==> src/rtl/alu_ctl_stage.sv <==
// alu_ctl_stage
//    ID/EX control slice for the EX-stage ALU. It decodes the MIPS instruction
//    currently held in ID into the ALU controls (ALUctl, shiftC, shiftV) and
//    registers them together with a valid bit and an illegal-instruction flag.
//    The ALU therefore always sees stable controls that are aligned to the
//    cycle of the instruction they belong to.
//
// Ports
//    clk       rising-edge clock
//    reset     synchronous, active-high reset; clears the whole slice
//    id_valid  instr holds a real instruction this cycle
//    instr     ID-stage instruction word
//    stall     hold the EX control slice unchanged
//    flush     load a bubble (all outputs zero); takes priority over stall
//    ex_valid  EX slice holds a real instruction
//    ALUctl    ALU operation code
//    shiftC    1 = shift amount is the shamt field (shiftV), 0 = register operands
//    shiftV    shift amount; zero whenever shiftC = 0
//    illegal   the EX instruction did not decode (meaningful only when ex_valid = 1)
module alu_ctl_stage #(
   parameter int         W_INSTR     = 32,
   parameter logic [3:0] ILLEGAL_CTL = 4'b0000
) (
   input  logic               clk,
   input  logic               reset,
   input  logic               id_valid,
   input  logic [W_INSTR-1:0] instr,
   input  logic               stall,
   input  logic               flush,
   output logic               ex_valid,
   output logic [3:0]         ALUctl,
   output logic               shiftC,
   output logic [4:0]         shiftV,
   output logic               illegal
);

   typedef struct packed {
      logic [3:0] ctl;
      logic       sc;
      logic [4:0] sv;
      logic       ill;
   } dec_t;

   // Pure combinational decode of one instruction word into the ALU controls.
   function automatic dec_t decode(input logic [31:0] w);
      dec_t d;
      d.ctl = ILLEGAL_CTL;
      d.sc  = 1'b0;
      d.sv  = 5'd0;
      d.ill = 1'b0;
      if (w[31:26] == 6'b000000) begin
         unique case (w[5:0])
            6'b000000, 6'b000010, 6'b000011: begin
               // Only the immediate shifts take their amount from shamt.
               d.ctl = (w[5:0] == 6'b000000) ? 4'b0100 :
                       (w[5:0] == 6'b000010) ? 4'b0101 : 4'b1010;
               d.sc  = 1'b1;
               d.sv  = w[10:6];
            end
            6'b000100:            d.ctl = 4'b0100;
            6'b000110:            d.ctl = 4'b1001;
            6'b000111:            d.ctl = 4'b1010;
            6'b100000, 6'b100001: d.ctl = 4'b0010;
            6'b100010, 6'b100011: d.ctl = 4'b0110;
            6'b100100:            d.ctl = 4'b0000;
            6'b100101:            d.ctl = 4'b0001;
            6'b100110:            d.ctl = 4'b1000;
            6'b100111:            d.ctl = 4'b0011;
            6'b101010:            d.ctl = 4'b0111;
            default:              d.ill = 1'b1;
         endcase
      end else begin
         unique case (w[31:26])
            6'b001000, 6'b001001: d.ctl = 4'b0010;
            6'b001100:            d.ctl = 4'b0000;
            6'b001101:            d.ctl = 4'b0001;
            6'b001110:            d.ctl = 4'b1000;
            6'b001010:            d.ctl = 4'b0111;
            6'b001111:            d.ctl = 4'b1111;
            6'b100011, 6'b101011: d.ctl = 4'b0010;
            6'b000100, 6'b000101: d.ctl = 4'b0110;
            default:              d.ill = 1'b1;
         endcase
      end
      // Undecodable words always present the configured illegal code.
      if (d.ill) begin
         d.ctl = ILLEGAL_CTL;
      end
      return d;
   endfunction

   dec_t dec_d;
   logic unused_instr_bits;

   // Register and immediate fields are not needed to pick the ALU operation.
   assign unused_instr_bits = ^instr[25:11];

   always_comb begin
      dec_d = decode(instr[31:0]);
   end

   logic       ex_valid_q;
   logic [3:0] alu_ctl_q;
   logic       shift_c_q;
   logic [4:0] shift_v_q;
   logic       illegal_q;

   // ID -> EX boundary: reset > flush > stall > load (bubble when id_valid = 0).
   always_ff @(posedge clk) begin
      if (reset || flush || (!stall && !id_valid)) begin
         ex_valid_q <= 1'b0;
         alu_ctl_q  <= 4'b0000;
         shift_c_q  <= 1'b0;
         shift_v_q  <= 5'd0;
         illegal_q  <= 1'b0;
      end else if (!stall) begin
         ex_valid_q <= 1'b1;
         alu_ctl_q  <= dec_d.ctl;
         shift_c_q  <= dec_d.sc;
         shift_v_q  <= dec_d.sv;
         illegal_q  <= dec_d.ill;
      end
   end

   assign ex_valid = ex_valid_q;
   assign ALUctl   = alu_ctl_q;
   assign shiftC   = shift_c_q;
   assign shiftV   = shift_v_q;
   assign illegal  = illegal_q;

endmodule

==> config.mk <==
export PLATFORM = sky130hd
export DESIGN_NAME = alu_ctl_stage
export DESIGN_NICKNAME = d
export VERILOG_FILES = /design/src/rtl/alu_ctl_stage.sv
export SDC_FILE = /design/constraint.sdc
export NUM_CORES = 1
export LEC_CHECK = 0
export BUFFER_PORTS_ARGS = -buffer_cell sky130_fd_sc_hd__buf_2
export CAP_MARGIN = 20
export CELL_PAD_IN_SITES_DETAIL_PLACEMENT = 0
export CELL_PAD_IN_SITES_GLOBAL_PLACEMENT = 1
export CORE_MARGIN = 2
export CORE_UTILIZATION = 29
export CTS_CLUSTER_SIZE = 8
export DETAILED_ROUTE_END_ITERATION = 8
export GPL_ROUTABILITY_DRIVEN = 0
export HOLD_SLACK_MARGIN = 0.1
export MAX_ROUTING_LAYER = met4
export PLACE_DENSITY_LB_ADDON = 0.1
export SLEW_MARGIN = 5
export SYNTH_ARGS = -nofsm -noshare
export SYNTH_HDL_FRONTEND = slang
export SYNTH_SLANG_ARGS = --single-unit
==> constraint.sdc <==
create_clock -name clk -period 2.2 [get_ports clk]
set_input_delay 0.33 -clock clk [delete_from_list [all_inputs] [get_ports clk]]
set_output_delay 0.33 -clock clk [all_outputs]
set_load 0.01 [all_outputs]
======== Yosys cells after proc, flatten, opt, wreduce, memory -nomap -nowiden ========
Index checks and enable logic that the tools add are counted.
storage, ports and cells
  register bits after elaboration ......... 12
  bits of input ports ..................... 37
  output and inout bits ................... 12
  logic and storage cells ................. 55
operators by class
  equality and inequality tests ........... 25
  muxes and demuxes ....................... 11
  reduce and logical (&&, ||, !) cells .... 14
operator list
  kind                count
  $eq 6x6->1 const B  11
  $eq 6x4->1 const B  7
  $pmux 4 s10         1
  $eq 6x3->1 const B  5
  $pmux 4 s6          1
  $mux 4              4
  $reduce_or 15->1    1
  $eq 6x2->1 const B  2
  $logic_not 6->1     2
  $mux 6              2
  $reduce_or 11->1    1
  $reduce_or 2->1     3
  $reduce_or 4->1     1
  $mux 1              3
  $reduce_or 3->1     1
  $logic_not 1->1     2
  $logic_or 1x1->1    2
  $logic_and 1x1->1   1

======== Depth between registers and ports, before layout ========
  depth in word-level cells ............... 6
  mapped depth ............................ 6
  gate-level depth less buffers ........... 5

======== Worst setup path before layout ========
No wires, ideal clock.
  path kind ............................... input-to-reg
  from .................................... in instr[27]
  to ...................................... reg alu_ctl_q[0], in the netlist ALUctl[0]
  library setup time ...................... 119 ps
  data arrival time ....................... 1516 ps
  required time ........................... 2081 ps
  path slack .............................. 565 ps
  stages .................................. 6
  path buffers ............................ 1
  cells stage by stage .................... buf_2 > nor2_2 > nand3_1 > a2111oi_4 > nor3b_2 > o221a_1
between the ends
  longest elaborated chain between the ends .. 5
  elaborated cells between the ends (all ways) .. 20
  classes of those cells .................. eq/ne: 11; mux: 5; reduce/logical: 4
ends and longest elaborated chain
  what                                                     RTL line  text
  from (decl)                                              27        input logic [W_INSTR-1:0] instr,
  $eq 6x6->1, or another cell as far along                 73        unique case (w[31:26])
  $reduce_or 4->1 (no line), or another cell as far along  --
  $pmux 4 s6 or $mux 1 (tied branches)                     73
  $mux 4 or $mux 1 (tied branches)                         51        if (w[31:26] == 6'b000000) begin
  $mux 4 (*)                                               86        if (d.ill) begin
  to (signal assigned)                                     118       alu_ctl_q <= dec_d.ctl;
  to (decl)                                                103       logic [3:0] alu_ctl_q;
Every way passes the cells marked *; elsewhere a longest branch is shown, timed or not.
A chain may end at the register's enable or synchronous reset.

======== Final worst setup path ========
  from .................................... in instr[31]
  to ...................................... reg alu_ctl_q[0], in the netlist ALUctl[0]
The elaborated chain is that of the path after synthesis.

==> flow_summary.yaml <==
run_status:
  status: "finished clean"
global_routing:
  grtUsageTotal_pct: 14.4
  grt_max_degree: 17
  grt_pass1_wl_um: 3770
  grt_pass1_vias: 814
  antenna_found_initial: 0
  overflow: 0
final_layout:
  postLayoutCellArea_um2: 1070
  area_growth_pct: 26.4
  final_layout_size_suffix_gt1_share_pct: 31.7
  nNetsFinal: 180
  diodes: 0
  utilization_pct: 38.9
sta:
  rsz0062_at_grt: "false"
  final-setup-viol-count: 0
  skew_ns: 0
  finalSetupTns_ns: 0
  fmax_ghz: 0.611
  fin_crit_sh_pct: 74.3
  max_slew.worst_pin.slew_ns: 0.486
  relSlewSlack_pct: 67.3
  hold_violations: 0
  drv_slew: 0
  period_needed_ns: 1.64
detailed_routing:
  wl_um: 2200
  dr.pass1.iters: 5
  viasPerCell: 5.24
  drc: 0
  vias: 906
  wl_per_cell_um: 12.7
  ant_nets: 0
  drtIter0Drc: 53
synth:
  synth_top_area_share_pct: 28.3
  ys_async_sr_fraction_pct: 0
  synth_flop_cell: "dfxtp_1"
  synth_area_per_cell_um2: 7.71
  synth_common_cells: "nor2_1, dfxtp_1, nand2_1"
  synth_cells: 110
  yosysSeqAreaShare_pct: 28.3
  syn_nets: 147
  netlist_area_um2: 848
  synth_seq_cells: 12
  synth_top_cells_by_area: "dfxtp_1, nor2_1, a22oi_1"
  ys_types: 43
  synth_top_cell_by_area: "dfxtp_1"
  synth_edf_count: 0
  ys_warn_count: 0
  synth.most_common_cell: "nor2_1"
min_path:
  hold_path_class: "primary input to register"
placement:
  io_buffer_count: 33
  dp_hpwl_um: 1700
  postPlaceCellArea_um2: 1040
clock_network:
  clkTransAtPathRegs_ns: 0.07
  clk_path_buf_depth: 2
  cts.sinks: 12
  holdBufCountCts: 0
  htreeDepth: 1
  cts_setup_buffers: 0
  cts_tree: "done"
  numCtsBuffers: 3
  cts-root-buf: "clkbuf_4"
  clk_latency_ns: 0.27
  postCtsResizedCells: 0
die:
  fp.dieH_um: 58.1
  dieArea_um2: 3370
  start_util_pct: 30.8
  coreArea_um2: 2760
  io_pins: 49
  die_w_um: 58.1
  rows: 19
setup_path:
  worstSetupPathType: "primary input to register"
  crit_arrival_ns: 1.80
  path_max_fanout: 5
  cp-start-kind: "primary input"
  required_ns: 2.36
  end_kind: "register"
power:
  peakVddDrop_mv: 0.386
  pwr_density_cell_nw_per_um2: 460
  p_leak_nw: 0.458
job:
  max_cap_viol_count: 0
power by group:
part	internal (mW)	total [mW]	switching (mW)
Clock	0.100	0.170	0.0697
Sequential	0.219	0.219	0.000794
Combinational	0.0418	0.104	0.0618
Total	0.361	0.493	0.132
worst max-delay path, cell delays in order:
cell	delay, ns
buf_2	0.12
nor2_1	0.25
nand3_1	0.27
a2111oi_4	0.44
nor3b_2	0.12
o221a_1	0.27
metrics by stage:
| stage | std cells | power [mW] | hold slack, ns | setup slack [ns] |
|---|---|---|---|---|
| after floorplan | 110 | 0.289 | 0.474 | 0.565 |
| after global placement | 169 | 0.327 | 0.435 | 0.265 |
| after detailed placement | 169 | 0.329 | 0.442 | 0.285 |
| after CTS | 173 | 0.505 | 0.279 | 0.577 |
| after global routing | 173 | 0.533 | 0.289 | 0.444 |
| final | 173 | 0.493 | 0.292 | 0.564 |
layout make-up:
cell class	count	area, µm²
Tap cell	31	38.8
Timing Repair Buffer	35	180
Clock buffer	4	36.3
Multi-Input combinational cell	86	558
Fill cell	317	1690
Inverter	5	18.8
Sequential cell	12	240
logic make-up (layout without fill, tap and decap cells):
group,after synthesis,in the layout,share of synthesized area [%]
AO/OA/AOI/OAI,34,34,31.0
XOR/XNOR,1,1,1.03
adder cells (fa/ha/maj),1,1,1.18
buffers and inverters,12,44,5.90
flip-flops,12,12,28.3
multiplexers,1,1,1.33
AND/OR/NAND/NOR,49,49,31.3
path summary, 6_finish.rpt:
path	startpoint	to	slack, ns	cells after the start
worst max-delay path	instr[31]	ALUctl[0]	0.56	6
worst min-delay path	instr[8]	shiftV[2]	0.29	3
worst min register to register	ex_valid	ex_valid	0.45	2
worst max register to register	ALUctl[0]	ALUctl[0]	1.23	3
flip-flops by register name (all words and copies together) (netlist names):
register,cells
ALUctl,4
illegal,1
shiftV,5
ex_valid,1
shiftC,1
per-layer routing:
layer | wire (µm) | global-route usage, % | up-vias
met3 | 106 | 3.57 | 0
li1 | - | - | 470
met2 | 978 | 20.6 | 25
met5 | 0 | - | -
met4 | 0 | 1.99 | 0
met1 | 1120 | 20.8 | 411
cells in the final DEF, fill, tap and decap left out, types with 3 or more instances in the layout:
| master | instances |
|---|---|
| dfxtp_1 | 12 |
| buf_2 | 33 |
| a22oi_1 | 5 |
| inv_1 | 5 |
| nand2b_1 | 5 |
| nor2b_1 | 3 |
| o21ai_1 | 4 |
| nor3_1 | 4 |
| nand2_1 | 8 |
| nor2_1 | 13 |
| a21oi_1 | 4 |
| clkbuf_4 | 3 |
Note: power is estimated with default switching activity, not from simulation.
